$ cat src/rtl/dmem_arb_pkg.sv
// Shared types and default widths for the data-memory arbiter.
package dmem_arb_pkg;

  localparam int unsigned ADDR_W = 9;
  localparam int unsigned DATA_W = 32;

  typedef enum logic {
    IDLE,
    RD_WAIT
  } arb_state_t;

  typedef logic port_id_t;

endpackage

$ cat src/rtl/dmem_rr_pick.sv
// Two-way request picker: round-robin on last grant, or fixed priority to port 0.
module dmem_rr_pick
  import dmem_arb_pkg::*;
(
  input  logic       req0,
  input  logic       req1,
  input  port_id_t   last,
  input  logic       prio_mode,
  output logic [1:0] grant
);

  always_comb begin
    grant = 2'b00;
    if (req0 && req1) begin
      // On a tie port 0 wins unless it was the one granted last.
      if (prio_mode || (last == 1'b1)) begin
        grant = 2'b01;
      end else begin
        grant = 2'b10;
      end
    end else if (req0) begin
      grant = 2'b01;
    end else if (req1) begin
      grant = 2'b10;
    end
  end

endmodule

$ cat src/rtl/dmem_arbiter.sv
// Shares the single-ported data memory between the load/store unit (port 0)
// and the debug/loader port (port 1), with one outstanding read at a time.
module dmem_arbiter
  import dmem_arb_pkg::*;
#(
  parameter int unsigned ADDR_W    = dmem_arb_pkg::ADDR_W,
  parameter int unsigned DATA_W    = dmem_arb_pkg::DATA_W,
  parameter int unsigned RD_LAT    = 1,
  parameter bit          PRIO_MODE = 1'b0
) (
  input  logic              clk,
  input  logic              rst,
  input  logic              req0,
  input  logic              req1,
  input  logic              we0,
  input  logic              we1,
  input  logic [ADDR_W-1:0] addr0,
  input  logic [ADDR_W-1:0] addr1,
  input  logic [DATA_W-1:0] wdata0,
  input  logic [DATA_W-1:0] wdata1,
  output logic              gnt0,
  output logic              gnt1,
  output logic              rvalid0,
  output logic              rvalid1,
  output logic [DATA_W-1:0] rdata,
  output logic              WriteEnable,
  output logic              ReadEnable,
  output logic [ADDR_W-1:0] Address,
  output logic [DATA_W-1:0] WRData,
  input  logic [DATA_W-1:0] RDData
);

  localparam int unsigned CNT_W = 3;

  arb_state_t        state, stateNext;
  logic [CNT_W-1:0]  cnt, cntNext;
  port_id_t          owner, ownerNext;
  port_id_t          lastGnt, lastGntNext;
  logic [ADDR_W-1:0] addrHold, addrHoldNext;
  logic [DATA_W-1:0] wdataHold, wdataHoldNext;

  logic [1:0]        pick;
  logic              rdDone;
  logic              grantOk;
  port_id_t          winner;
  logic              winWe;
  logic [ADDR_W-1:0] winAddr;
  logic [DATA_W-1:0] winData;

  dmem_rr_pick uPick (
    .req0      (req0),
    .req1      (req1),
    .last      (lastGnt),
    .prio_mode (1'(PRIO_MODE)),
    .grant     (pick)
  );

  // The rvalid cycle of an outstanding read also reopens the grant window.
  assign rdDone  = (state == RD_WAIT) && (cnt == CNT_W'(1));
  assign grantOk = (state == IDLE) || rdDone;
  assign winner  = port_id_t'(pick[1]);
  assign winWe   = pick[1] ? we1 : we0;
  assign winAddr = pick[1] ? addr1 : addr0;
  assign winData = pick[1] ? wdata1 : wdata0;

  always_ff @(posedge clk) begin
    if (rst) begin
      state     <= IDLE;
      cnt       <= '0;
      owner     <= 1'b0;
      lastGnt   <= 1'b1;
      addrHold  <= '0;
      wdataHold <= '0;
    end else begin
      state     <= stateNext;
      cnt       <= cntNext;
      owner     <= ownerNext;
      lastGnt   <= lastGntNext;
      addrHold  <= addrHoldNext;
      wdataHold <= wdataHoldNext;
    end
  end

  always_comb begin
    stateNext     = state;
    cntNext       = cnt;
    ownerNext     = owner;
    lastGntNext   = lastGnt;
    addrHoldNext  = addrHold;
    wdataHoldNext = wdataHold;
    gnt0          = 1'b0;
    gnt1          = 1'b0;
    rvalid0       = 1'b0;
    rvalid1       = 1'b0;
    rdata         = '0;
    WriteEnable   = 1'b0;
    ReadEnable    = 1'b0;
    Address       = addrHold;
    WRData        = wdataHold;

    if (rdDone) begin
      rvalid0   = (owner == 1'b0);
      rvalid1   = (owner == 1'b1);
      rdata     = RDData;
      stateNext = IDLE;
      cntNext   = '0;
    end else if (state == RD_WAIT) begin
      cntNext = cnt - CNT_W'(1);
    end

    if (grantOk && (pick != 2'b00)) begin
      gnt0          = pick[0];
      gnt1          = pick[1];
      WriteEnable   = winWe;
      ReadEnable    = !winWe;
      Address       = winAddr;
      WRData        = winData;
      addrHoldNext  = winAddr;
      wdataHoldNext = winData;
      lastGntNext   = winner;
      // A read accepted in the return cycle of the previous one reloads the wait.
      if (!winWe) begin
        stateNext = RD_WAIT;
        cntNext   = CNT_W'(RD_LAT);
        ownerNext = winner;
      end
    end

    if (rst) begin
      gnt0        = 1'b0;
      gnt1        = 1'b0;
      rvalid0     = 1'b0;
      rvalid1     = 1'b0;
      rdata       = '0;
      WriteEnable = 1'b0;
      ReadEnable  = 1'b0;
      Address     = '0;
      WRData      = '0;
    end
  end

endmodule

$ cat config.mk
export PLATFORM = sky130hd
export DESIGN_NAME = dmem_arbiter
export DESIGN_NICKNAME = d
export VERILOG_FILES = /design/src/rtl/dmem_arb_pkg.sv /design/src/rtl/dmem_rr_pick.sv /design/src/rtl/dmem_arbiter.sv
export SDC_FILE = /design/constraint.sdc
export NUM_CORES = 1
export LEC_CHECK = 0
export CORE_ASPECT_RATIO = 2
export CORE_MARGIN = 4
export CORE_UTILIZATION = 30
export CTS_BUF_LIST = sky130_fd_sc_hd__clkbuf_16
export CTS_CLUSTER_DIAMETER = 150
export DETAILED_ROUTE_END_ITERATION = 7
export GPL_ROUTABILITY_DRIVEN = 0
export PLACE_DENSITY = 0.84
export SLEW_MARGIN = 20
export SYNTH_ARGS = -nofsm -noshare
export SYNTH_HDL_FRONTEND = slang
export SYNTH_SLANG_ARGS = --single-unit
export TNS_END_PERCENT = 20
$ cat constraint.sdc
create_clock -name clk -period 2.1 [get_ports clk]
set_input_delay 0.42 -clock clk [delete_from_list [all_inputs] [get_ports clk]]
set_output_delay 0.42 -clock clk [all_outputs]
set_load 0.05 [all_outputs]
* Yosys cells after proc, flatten, opt, wreduce, memory -nomap -nowiden
Index checks and enable logic that the tools add are counted.
** Cells by class
- $add $sub $neg :: 1
- Equality and inequality tests :: 1
- Muxes and demuxes :: 32
- Bitwise logic cells :: 3
- Reduce and logical (&&, ||, !) cells :: 7
** Operator list (count)
- $mux W32 :: 5
- $mux W9 :: 3
- $mux W1 :: 16
- $mux W3 :: 4
- $mux W2 :: 4
- $eq A3 B1 Y1 const B :: 1
- $logic_and A1 B1 Y1 :: 3
- $not A1 Y1 :: 3
- $sub A3 B1 Y3 const B :: 1
- $reduce_and A2 Y1 :: 1
- $reduce_bool A2 Y1 :: 1
- $logic_not A1 Y1 :: 1
- $logic_or A1 B1 Y1 :: 1
** Word-level totals
- Register bits after elaboration :: 47
- Input port bits :: 120
- Output and inout bits :: 79
- Word-level logic and storage cells :: 50

* Logic depth before layout (Yosys ltp)
Gate-level depths: netlist (run 1).
- Depth in word-level cells :: 7
- Depth in mapped cells :: 7
- Mapped depth without buffers :: 5

* Cells and area by module
Synthesis (run 1) repeated with hierarchy kept, for this count alone.
** Second synthesis, totals
- Cells, all modules :: 265
- Area, all modules :: 2561.2 um2
** Modules (own cells, without submodules)
- dmem_arbiter :: instances 1, cells an instance 261, area an instance 2538.7 um2, seq. area each 940.9 um2
- dmem_rr_pick :: instances 1, cells an instance 4, area an instance 22.5 um2, seq. area each 0.0 um2

* Worst setup path before layout (run 1)
Ideal clock, no wire load.
- Path kind :: flip-flop to output port
- Start :: register cnt[1]
- End :: output port gnt0
- Data arrival time :: 2345 ps
- Data required time :: 1680 ps
- Slack :: -665 ps
- Stages on the path, launching flop included :: 6
- Path buffers :: 0
- Cell sequence :: dfxtp_1 -> inv_1 -> ha_1 -> nor2b_1 -> nor2_1 -> nor4_1
** Between the ends
- Cells in the longest elaborated chain, start to end :: 6
** Ends and longest elaborated chain
- start: declaration :: line dmem_arbiter.sv:36 : logic [CNT_W-1:0] cnt, cntNext;
- start signal: assignment :: line dmem_arbiter.sv:76 : cnt <= cntNext;
- $eq A3 B1 Y1 :: line dmem_arbiter.sv:59 : assign rdDone = (state == RD_WAIT) && (cnt == CNT_W'(1));
- $logic_and A1 B1 Y1 :: line dmem_arbiter.sv:59
- $logic_or A1 B1 Y1 :: line dmem_arbiter.sv:60 : assign grantOk = (state == IDLE) || rdDone;
- $logic_and A1 B1 Y1 :: line dmem_arbiter.sv:111 : if (grantOk && (pick != 2'b00)) begin
- $mux W1 :: line dmem_arbiter.sv:111
- $mux W1 :: line dmem_arbiter.sv:129 : if (rst) begin
- end: declaration :: line dmem_arbiter.sv:21 : output logic gnt0,
Every way passes these cells.

* Worst setup path in the final report (run 1)
- Start :: register cnt[1]
- End :: output port WRData[8]
** Between the ends
- Cells in the longest elaborated chain, start to end :: 6
** Ends and longest elaborated chain
- $eq A3 B1 Y1 :: line dmem_arbiter.sv:59
- $logic_and A1 B1 Y1 :: line dmem_arbiter.sv:59
- $logic_or A1 B1 Y1 :: line dmem_arbiter.sv:60
- $logic_and A1 B1 Y1 :: line dmem_arbiter.sv:111
- $mux W32 :: line dmem_arbiter.sv:111
- $mux W32
- end: declaration :: line dmem_arbiter.sv:29 : output logic [DATA_W-1:0] WRData,
Every way passes these cells.

==> flow_summary.yaml, run 1 <==
status:
  status: "finished with violations"
  violations: "negative setup slack"
sta:
  fin_setup_tns_ps: -4700
  fin_ws_ps: -148
  min_period_ps: 2250
  skew_ps: 5.69
  relSlewSlack_pct: 76.4
  setup_viol: 43
  fmax_ghz: 0.445
  rsz0062_at_grt: "true"
  drv_slew: 0
  worst_slew_pin_slew_ps: 352
  finalCritPeriodShare_pct: 107
  timing.final.hold_violations: 0
  hold_slack_ps: 468
cts:
  cts_buffers: 5
  cts.sinks: 47
  h-tree-depth: 2
  clkTransAtPathRegs_ps: 60
  clock-root-buffer: "clkbuf_16"
  worstSkewPairLatency_ps: 280
  cts_buffer_depth: 2
  cts_tree: "yes"
hold_path:
  min-delay-start: "cnt[1]"
  min_path_type: "reg2reg"
placement:
  placed_area_sq_mm: 0.00571
  dpl.cell_count: 565
  hpwlAfterDp_um: 9120
  pre_cts_ws_ps: -511
  portBuffers: 198
grt:
  grt_pass1_wl_um: 16800
  grt_max_degree: 34
  gr-total-overflow: 0
  grtUsageTotal_pct: 21.9
  antenna_found_initial: 0
  grt_pass1_vias: 3282
synthesis:
  ys_ff_latch: 47
  netlist_area_sq_mm: 0.00251
  ys_seq_area_share_pct: 37.5
  ys_types: 29
  synth_nets: 398
  syn_area_per_cell_sq_um: 9.09
  syn_inst: 276
  yosysWarnings: 0
layout:
  final_layout_size_suffix_gt1_share_pct: 45.1
  antennaDiodeCount: 0
  final_cell_count_no_fill: 586
  nets: 609
  fin_util_pct: 76.1
  multi_input_area_sq_mm: 0.00184
  stdcell_area_sq_mm: 0.00626
  fillers: 544
  seqCellArea_sq_um: 945
  syn_to_final_growth_pct: 150
setup_path:
  crit_fanout: 17
  slowest_delay_ps: 360
  path_delay_family: "compound AO/OA/AOI/OAI gates"
  worst_path_most_repeated_cell: "buf_12"
  worstReg2RegStart: "cnt[1]"
  crit_type: "reg2out"
  crit_buf_inv: 3
  start_kind: "flop"
  critPathArrivalTime_ps: 1830
  crit_path_cell_trace: "inv_2 > ha_4 > nand2b_4 > a211o_4 > buf_12 > a22oi_2 > buf_12"
  crit_start: "cnt[1]"
  cpMaxStageDelayCell: "a211o_4"
  worstPathRequired_ps: 1680
  endpoint_kind: "output pin"
routing:
  drtAntennaViolNets: 0
  drc_errors: 0
  drt_iter0_drc: 142
  vias: 3126
  wirelength_um: 11600
  routed_via_density: 5.33
  drt_pass1_iterations: 4
  wire_per_inst_um: 19.7
pwr:
  powerDensity_mw_per_mm2: 624
  p_total_mw: 3.91
  peakVddDrop_v: 0.000617
  p_leak_nw: 2.41
die:
  dieArea_sq_mm: 0.00998
  num_rows: 47
  die_y_um: 137
  initial_utilization_pct: 30.5
  die_w_um: 72.7
  io_pins: 199
  design.core.area_sq_mm: 0.00823
flow_run:
  cap_violations: 0
## timing repair
action	in CTS	in global routing
setup endpoints to repair	78	76
endpoints found under the hold margin	0	0
buffers inserted	7	5
pin swaps	21	8
cloned	1	0
resized for setup	50	26
hold buffers	0	0
## flip-flops by register name (all words and copies together) (netlist names)
signal     flops
lastGnt        1
wdataHold     32
addrHold       9
cnt            3
state          1
owner          1
## placed cells by master, fill, tap and decap left out, drive strengths merged, types with 2 or more instances in the layout
master	netlist	routed
mux2i	2	2
nor2	6	6
inv	3	4
o32ai	43	43
and2	33	33
nor2b	3	3
o22ai	2	2
a22oi	41	41
nand2b	45	45
nand2	4	4
clkinv	1	3
clkbuf	19	5
clkdlybuf4s50	0	116
ha	2	2
buf	12	116
nor3	3	3
dfxtp	47	47
dlygate4sd2	0	2
## cells in the mapped netlist
master    count  area share [%]
a211oi_1      1            0.30
nand2b_4      1            0.55
dfxtp_1      47              38
nor2_1        6            0.90
o21ai_0       1            0.20
nor4_1        1            0.25
a221o_1       1            0.40
mux2i_1       2            0.80
buf_4         2            0.60
nor3_1        3            0.60
or2_2         1            0.25
nor2b_1       3            0.75
clkinv_1      1            0.15
a311oi_1      1            0.35
buf_6         5             2.2
ha_1          2             1.0
inv_1         3            0.45
o32ai_1      43              15
and2_1       33             8.2
nand2_1       4            0.60
a21bo_2       1            0.40
clkbuf_1     19             2.8
a22oi_1      41              12
o22a_1        1            0.35
a211o_1       1            0.35
nand2b_1     44              11
a21oi_1       1            0.20
buf_2         5             1.0
o22ai_1       2            0.50
## per-layer routing
layer / routed length (um) / GRT usage (%) / vias to the layer above
met5: 0 / 0 / -
met1: 3610 / 20.2 / 1485
met4: 342 / 8.52 / 0
met3: 830 / 4.02 / 23
li1: - / - / 1458
met2: 6780 / 44.7 / 160
## path summary, 6_finish.rpt
check             endpoint  slack (ps)  cells after the start
min reg2reg         cnt[1]         470                      2
max              WRData[8]        -150                      7
min                 cnt[1]         470                      2
max reg2reg  wdataHold[23]         470                      8
## kinds of logic after synthesis
family	share of synthesized area, %
fa+ha+maj	0.997
mux	0.798
buf+inv	7.28
compound gates	30.3
simple gates	23.1
flops	37.5
## worst reg2reg max path, stage by stage (launching register included)
cell and delay (ps):
dfxtp_2 320, inv_2 70, ha_4 140, nand2b_4 60, a211o_4 360, buf_8 160
a22oi_2 230, buf_4 160, buf_4 90
## final cells by class
class	count	area share (%)
repair buffers	235	51.1
multi-input cells	194	29.5
flip-flops and latches	47	15.1
clock buffers	5	2.00
well taps	98	1.96
inverters	4	0.240
clock inverters	3	0.180
## power by group
group | internal, mW | total [mW] | switching [mW]
Combinational | 1.04 | 2.08 | 1.04
Sequential | 1.03 | 1.07 | 0.0472
Clock | 0.429 | 0.752 | 0.323
Note: power is estimated with default switching activity, not from simulation.
==> inputs of run 2 (changes only) <==
--- a/config.mk
+++ b/config.mk
@@ -5,6 +5,7 @@
 export SDC_FILE = /design/constraint.sdc
 export NUM_CORES = 1
 export LEC_CHECK = 0
+export CAP_MARGIN = 30
 export CORE_ASPECT_RATIO = 2
 export CORE_MARGIN = 4
 export CORE_UTILIZATION = 30
==> results of run 2 <==
No change in the layout: final DEF, timing and power equal those of run 1.
